### config.mk
export PLATFORM = sky130hd
export DESIGN_NAME = axi_aw_burst_gen
export DESIGN_NICKNAME = d
export VERILOG_FILES = /design/src/rtl/axi_aw_pkg.sv /design/src/rtl/axi_aw_burst_gen_sync_fifo.sv /design/src/rtl/axi_aw_burst_gen.sv
export SDC_FILE = /design/constraint.sdc
export NUM_CORES = 1
export LEC_CHECK = 0
export BUFFER_PORTS_ARGS = -buffer_cell sky130_fd_sc_hd__buf_2
export CORE_MARGIN = 2
export CORE_UTILIZATION = 40
export CTS_CLUSTER_DIAMETER = 30
export DETAILED_ROUTE_END_ITERATION = 7
export GPL_ROUTABILITY_DRIVEN = 0
export HOLD_SLACK_MARGIN = 0.02
export PLACE_DENSITY_LB_ADDON = 0.2
export RECOVER_POWER = 100
export SYNTH_ARGS = -nofsm -noshare
export SYNTH_HDL_FRONTEND = slang
export SYNTH_SLANG_ARGS = --single-unit
export TNS_END_PERCENT = 20
### constraint.sdc
create_clock -name clk -period 4.2 [get_ports clk]
set_input_delay 0.63 -clock clk [delete_from_list [all_inputs] [get_ports clk]]
set_output_delay 0.63 -clock clk [all_outputs]
set_load 0.005 [all_outputs]
### src/rtl/axi_aw_pkg.sv
// Shared types and default widths for the AW burst generator slice.
package axi_aw_pkg;

    localparam int unsigned ID_W_DEF   = 4;
    localparam int unsigned LEN_W_DEF  = 8;
    localparam int unsigned ADDR_W_DEF = 32;

    typedef struct packed {
        logic [ID_W_DEF-1:0]   id;
        logic [LEN_W_DEF-1:0]  len;
        logic [ADDR_W_DEF-1:0] addr;
    } aw_entry_t;

    typedef enum logic {
        IDLE,
        BURST
    } aw_state_e;

endpackage

### src/rtl/axi_aw_burst_gen_sync_fifo.sv
// Small synchronous FIFO with occupancy count; pop on empty and push on full are ignored.
module sync_fifo #(
    parameter int unsigned WIDTH = 8,
    parameter int unsigned DEPTH = 4
) (
    input  logic                     clk,
    input  logic                     rst,
    input  logic                     push,
    input  logic [WIDTH-1:0]         din,
    input  logic                     pop,
    output logic [WIDTH-1:0]         dout,
    output logic [$clog2(DEPTH):0]   count
);

    localparam int unsigned PW = $clog2(DEPTH);
    localparam int unsigned CW = PW + 1;

    logic [WIDTH-1:0] mem [DEPTH];
    logic [PW-1:0]    wr_ptr;
    logic [PW-1:0]    rd_ptr;
    logic [CW-1:0]    cnt;
    logic             do_push;
    logic             do_pop;

    assign do_push = push && (cnt != CW'(DEPTH));
    assign do_pop  = pop && (cnt != '0);
    assign dout    = mem[rd_ptr];
    assign count   = cnt;

    always_ff @(posedge clk) begin
        if (do_push) begin
            mem[wr_ptr] <= din;
        end
    end

    always_ff @(posedge clk) begin
        if (rst) begin
            wr_ptr <= '0;
            rd_ptr <= '0;
            cnt    <= '0;
        end else begin
            if (do_push) begin
                wr_ptr <= wr_ptr + PW'(1);
            end
            if (do_pop) begin
                rd_ptr <= rd_ptr + PW'(1);
            end
            case ({do_push, do_pop})
                2'b10:   cnt <= cnt + CW'(1);
                2'b01:   cnt <= cnt - CW'(1);
                default: cnt <= cnt;
            endcase
        end
    end

endmodule

### src/rtl/axi_aw_burst_gen.sv
// AW channel consumer: queues AW requests and expands each into awlen+1 INCR beat addresses.
module axi_aw_burst_gen
    import axi_aw_pkg::*;
#(
    parameter int unsigned ID_W       = ID_W_DEF,
    parameter int unsigned LEN_W      = LEN_W_DEF,
    parameter int unsigned ADDR_W     = ADDR_W_DEF,
    parameter int unsigned DATA_BYTES = 4,
    parameter int unsigned DEPTH      = 4
) (
    input  logic                    clk,
    input  logic                    rst,
    input  logic [ID_W-1:0]         awid,
    input  logic [LEN_W-1:0]        awlen,
    input  logic [ADDR_W-1:0]       awaddr,
    input  logic                    awvalid,
    output logic                    awready,
    output logic                    beat_valid,
    input  logic                    beat_ready,
    output logic [ADDR_W-1:0]       beat_addr,
    output logic [ID_W-1:0]         beat_id,
    output logic [LEN_W-1:0]        beat_idx,
    output logic                    beat_last,
    output logic [$clog2(DEPTH):0]  q_count
);

    localparam int unsigned CW    = $clog2(DEPTH) + 1;
    localparam int unsigned EW    = ID_W + LEN_W + ADDR_W;
    localparam int unsigned SHIFT = $clog2(DATA_BYTES);

    typedef struct packed {
        logic [ID_W-1:0]   id;
        logic [LEN_W-1:0]  len;
        logic [ADDR_W-1:0] addr;
    } entry_t;

    entry_t            in_e;
    entry_t            head;
    logic [EW-1:0]     head_raw;
    logic [CW-1:0]     cnt;
    logic              push;
    logic              pop;
    logic              q_nonempty;

    aw_state_e         state;
    aw_state_e         state_nx;

    logic [ADDR_W-1:0] start_q;
    logic [ADDR_W-1:0] addr_q;
    logic [LEN_W-1:0]  rem_q;
    logic [LEN_W-1:0]  idx_q;
    logic [ID_W-1:0]   id_q;
    logic              last_q;
    logic              avail_q;

    logic [ADDR_W-1:0] align_base;
    logic [LEN_W:0]    idx_inc;
    logic [ADDR_W-1:0] next_addr;

    assign in_e       = '{id: awid, len: awlen, addr: awaddr};
    assign head       = entry_t'(head_raw);
    assign q_nonempty = (cnt != '0);
    assign awready    = !rst && (cnt < CW'(DEPTH));
    assign push       = awvalid && awready;

    sync_fifo #(
        .WIDTH (EW),
        .DEPTH (DEPTH)
    ) u_fifo (
        .clk   (clk),
        .rst   (rst),
        .push  (push),
        .din   (in_e),
        .pop   (pop),
        .dout  (head_raw),
        .count (cnt)
    );

    always_ff @(posedge clk) begin
        if (rst) begin
            state <= IDLE;
        end else begin
            state <= state_nx;
        end
    end

    // Leaving IDLE waits on a registered copy of "queue non-empty", giving the
    // two-edge AW-to-beat latency; the last-beat reload path uses the live count.
    always_comb begin
        state_nx = state;
        pop      = 1'b0;
        case (state)
            IDLE: begin
                if (avail_q && q_nonempty) begin
                    pop      = 1'b1;
                    state_nx = BURST;
                end
            end
            BURST: begin
                if (beat_ready && last_q) begin
                    if (q_nonempty) begin
                        pop = 1'b1;
                    end else begin
                        state_nx = IDLE;
                    end
                end
            end
            default: state_nx = IDLE;
        endcase
    end

    always_comb begin
        beat_valid = (state == BURST);
    end

    assign align_base = start_q & ~ADDR_W'(DATA_BYTES - 1);
    assign idx_inc    = {1'b0, idx_q} + (LEN_W + 1)'(1);
    assign next_addr  = align_base + (ADDR_W'(idx_inc) << SHIFT);

    always_ff @(posedge clk) begin
        if (rst) begin
            start_q <= '0;
            addr_q  <= '0;
            rem_q   <= '0;
            idx_q   <= '0;
            id_q    <= '0;
            last_q  <= 1'b0;
            avail_q <= 1'b0;
        end else begin
            avail_q <= q_nonempty;
            if (pop) begin
                id_q    <= head.id;
                start_q <= head.addr;
                addr_q  <= head.addr;
                rem_q   <= head.len;
                idx_q   <= '0;
                last_q  <= (head.len == '0);
            end else if (beat_valid && beat_ready && !last_q) begin
                idx_q  <= idx_q + LEN_W'(1);
                rem_q  <= rem_q - LEN_W'(1);
                addr_q <= next_addr;
                last_q <= (rem_q == LEN_W'(1));
            end
        end
    end

    assign beat_addr = addr_q;
    assign beat_id   = id_q;
    assign beat_idx  = idx_q;
    assign beat_last = last_q;
    assign q_count   = cnt;

endmodule

==> run metrics <==
EDFF count, synth=176; CP bufs+invs=2; via count=7346; Yosys reg bits=270; post-route ant nets=0; Final Cycle Share=82.4%; H-tree depth=2; Initial DRC Count=483; sequential area share after synthesis=63.9%; drc violations=0; fin. max-slew vios=76; Die ar.=29400 um2; # setup viols final=0; syn_nets=903; RSZ-0062 raised after global routing=no; Core Region=27700 um2; Die Wd=171 um; crit path DAT=3.90 ns; Peak VDD IR=0.296 mV; overall power=0.00821 W; CTS-repair resized insts=0; DR WL/cell=19.3 um; Clock power frac=57.1%; cell count after synthesis=836; worst hold slack=0.325 ns; crit-path max cell delay=2.63 ns; crit path time final=3.46 ns; Area Growth Syn to Fin=24.8%; final core utilization=50.5%; status=complete, but fails checks; row cnt=61; CTS tree=built; final hold violation count=0; ant diodes=0; skew final=0.0200 ns; Comb pwr share=5.8%; clk sink count=270; HP Class=input port to flip-flop; drt first pass iters=4; Critical Path RT=4.64 ns; clock-pin slew on the worst setup and hold paths=0.05 ns; P per Cell Area=587 nW/um2; global-route wire length before repair=41600 um; CTS Buf Count=59; Leak=4.72 nW; Netlist cell types=69; CTS Hold Bufs=0; slowest library cell on the worst path=clkbuf_1; largest fanout on the critical path=75; later-pin clock latency in the skew report=0.57 ns; largest net degree at the start of global routing=76; Crit Path Class=input port to flip-flop; NetSw=0.00189 W; CP delay by family, top=buffers and inverters; failing checks=max-capacitance violations, max-slew violations; critical path capture point type=flip-flop; Seq pwr share=37.1%; crit start category=input port; gr ovfl total=0; fraction of registers with async set or reset after synthesis=0%; Critical Path, Cell by Cell=clkbuf_1 > clkbuf_1 > nor4_1 > o311a_1; initial antenna violation count=1; Die Ht=171 um; final wirelength=26900 um; Cell Int Power=0.00632 W; vias in the first global route=7280; clk buf depth=3; Final Net Count=1030; Vias/cell=5.28; ys flop type=edfxtp_1; max-cap violations=1; placed cells=1280; Post-CTS Setup Bufs=0; Post-Synthesis Cell Area=11200 um2; Synth Warn #=0; I/O Buffers=97; Ports=98; fill count=2435; Slew HR=-148%; sw frac=23.0%; Avg Cell Area, Syn=13.4 um2; Sum Neg Setup Slack=0 ns; DP HPWL=17000 um; Most Frequent Cell on Critical Path=clkbuf_1; worst slew pin tran=3.72 ns; Initial Util=40.5%; fmax=289 MHz; global-route usage over all layers=18.5%; Post-Layout Cell Count=1392; root buf cell=clkbuf_16; fraction of layout cells with a size suffix above 1=19.1%
state kept, by name, summed over array words and instances (netlist names), 2 cells and up, named ones only:
signal,count
beat_id,4
u_fifo.rd_ptr,2
u_fifo.wr_ptr,2
beat_idx,8
beat_addr,32
u_fifo.mem,176
start_q,30
u_fifo.count,3
rem_q,8
routing by layer:
layer / global-route usage (%) / part of all wire [%] / vias up
met5: 0 / 0.041 / -
met4: 6.23 / 2.0 / 2
met2: 28.4 / 46 / 189
li1: - / - / 3497
met1: 26.1 / 47 / 3614
met3: 4.14 / 5.4 / 44
path summary, 6_finish.rpt:
check / from / to / slack [ns] / depth (start not counted)
worst min-delay path: awlen[6] / u_fifo.mem[1][38] / 0.32 / 1
worst min register to register: start_q[6] / start_q[6] / 0.46 / 2
worst max-delay path: rst / beat_addr[25] / 0.74 / 4
worst max register to register: beat_idx[2] / beat_addr[14] / 0.87 / 10
cell type report:
type / count / area, um2 / area share, %
timing repair buffer: 113 / 480 / 3.43
sequential: 270 / 7170 / 51.2
tap: 378 / 473 / 3.38
clock buffer: 65 / 1550 / 11.1
multi-input combinational: 505 / 3740 / 26.7
inverter: 14 / 52.6 / 0.375
clock inverter: 47 / 527 / 3.76
worst reg2reg max path, cell delays in order, from the launching register on:
cell and delay [ns]:
dfxtp_1 0.42, nand3_1 0.17, or2_2 0.37, nor2_1 0.14
xor2_1 0.09, ha_1 0.39, nand3_1 0.17, nor4_1 0.55
o21ai_0 0.37, xor2_1 0.23, a221oi_1 0.30
placed cells by master (no fill, tap or decap), types with 3 or more instances in the layout:
| cell | count |
|---|---|
| clkbuf_16 | 60 |
| inv_1 | 13 |
| buf_2 | 19 |
| ha_1 | 17 |
| a22oi_1 | 5 |
| mux4_2 | 44 |
| nor2_1 | 52 |
| o221ai_1 | 12 |
| o211ai_1 | 7 |
| dfxtp_1 | 92 |
| o32ai_1 | 3 |
| nor4_1 | 7 |
| a31oi_1 | 5 |
| a311oi_1 | 6 |
| o21ai_0 | 20 |
| nand3b_1 | 3 |
| clkinv_4 | 9 |
| clkinvlp_4 | 7 |
| a211oi_1 | 11 |
| a221oi_1 | 6 |
| buf_4 | 8 |
| or3_1 | 6 |
| nand3_1 | 24 |
| xnor2_1 | 11 |
| clkbuf_8 | 3 |
| a21oi_1 | 69 |
| clkinv_2 | 13 |
| nand2b_1 | 4 |
| nand2_1 | 101 |
| bufinv_16 | 8 |
| edfxtp_1 | 176 |
| a21o_1 | 4 |
| xor2_1 | 14 |
| clkbuf_1 | 86 |
| nor3_1 | 17 |
| and3_1 | 12 |
| inv_6 | 6 |
| nand4_1 | 4 |
cells by family after synthesis:
kind of cell | after synthesis | share of synthesized area, %
simple gates | 241 | 9.95
fa+ha+maj | 19 | 2.25
xor+xnor | 25 | 1.95
flops | 270 | 63.9
mux | 46 | 9.01
compound gates | 174 | 10.5
buf+inv | 61 | 2.48
power by group through the flow:
stage | clock, W | combinational (W) | sequential (W)
2_1_floorplan | 0 | 0.000333 | 0.00306
3_3_place_gp | 0 | 0.000493 | 0.00309
3_5_place_dp | 0 | 0.000499 | 0.00310
4_1_cts | 0.00476 | 0.000502 | 0.00305
5_1_grt | 0.00490 | 0.000537 | 0.00306
6_report | 0.00469 | 0.000480 | 0.00305
Yosys cell counts (all sizes together) (2+ instances only):
master,number,area (um2)
o311ai,2,17.5
and3,13,82.6
ha,17,213
o211ai,7,52.6
nor2,52,195
nor4,7,58.8
o31ai,2,15.0
a311oi,6,52.6
mux4,44,991
or2,2,12.5
o211a,2,20.0
buf,32,169
nand2,102,383
o2111ai,2,17.5
a21oi,70,354
xnor2,11,96.3
clkbuf,15,56.3
xor2,14,123
o21ai,20,100
a31oi,5,31.3
o32ai,3,33.8
o311a,2,20.0
o221ai,12,105
a221oi,6,52.6
nand3,25,135
dfxtp,94,1880
fa,2,40.0
or3,6,37.5
edfxtp,176,5290
nand3b,3,22.5
a21o,4,30.0
nor3,17,85.1
nand2b,4,25.0
nand4,4,25.0
mux2i,2,20.0
a211oi,12,103
a22oi,5,37.5
inv,14,52.6
stage by stage:
| stage | worst slack, ns | instance area, um2 |
|---|---|---|
| 2_1_floorplan | 1.48 | 11200 |
| 3_3_place_gp | 1.26 | 12100 |
| 3_5_place_dp | 1.22 | 12100 |
| 4_1_cts | 1.19 | 14200 |
| 5_1_grt | 0.486 | 14000 |
| 6_report | 0.741 | 14000 |
(Power assumes the default switching activity.)
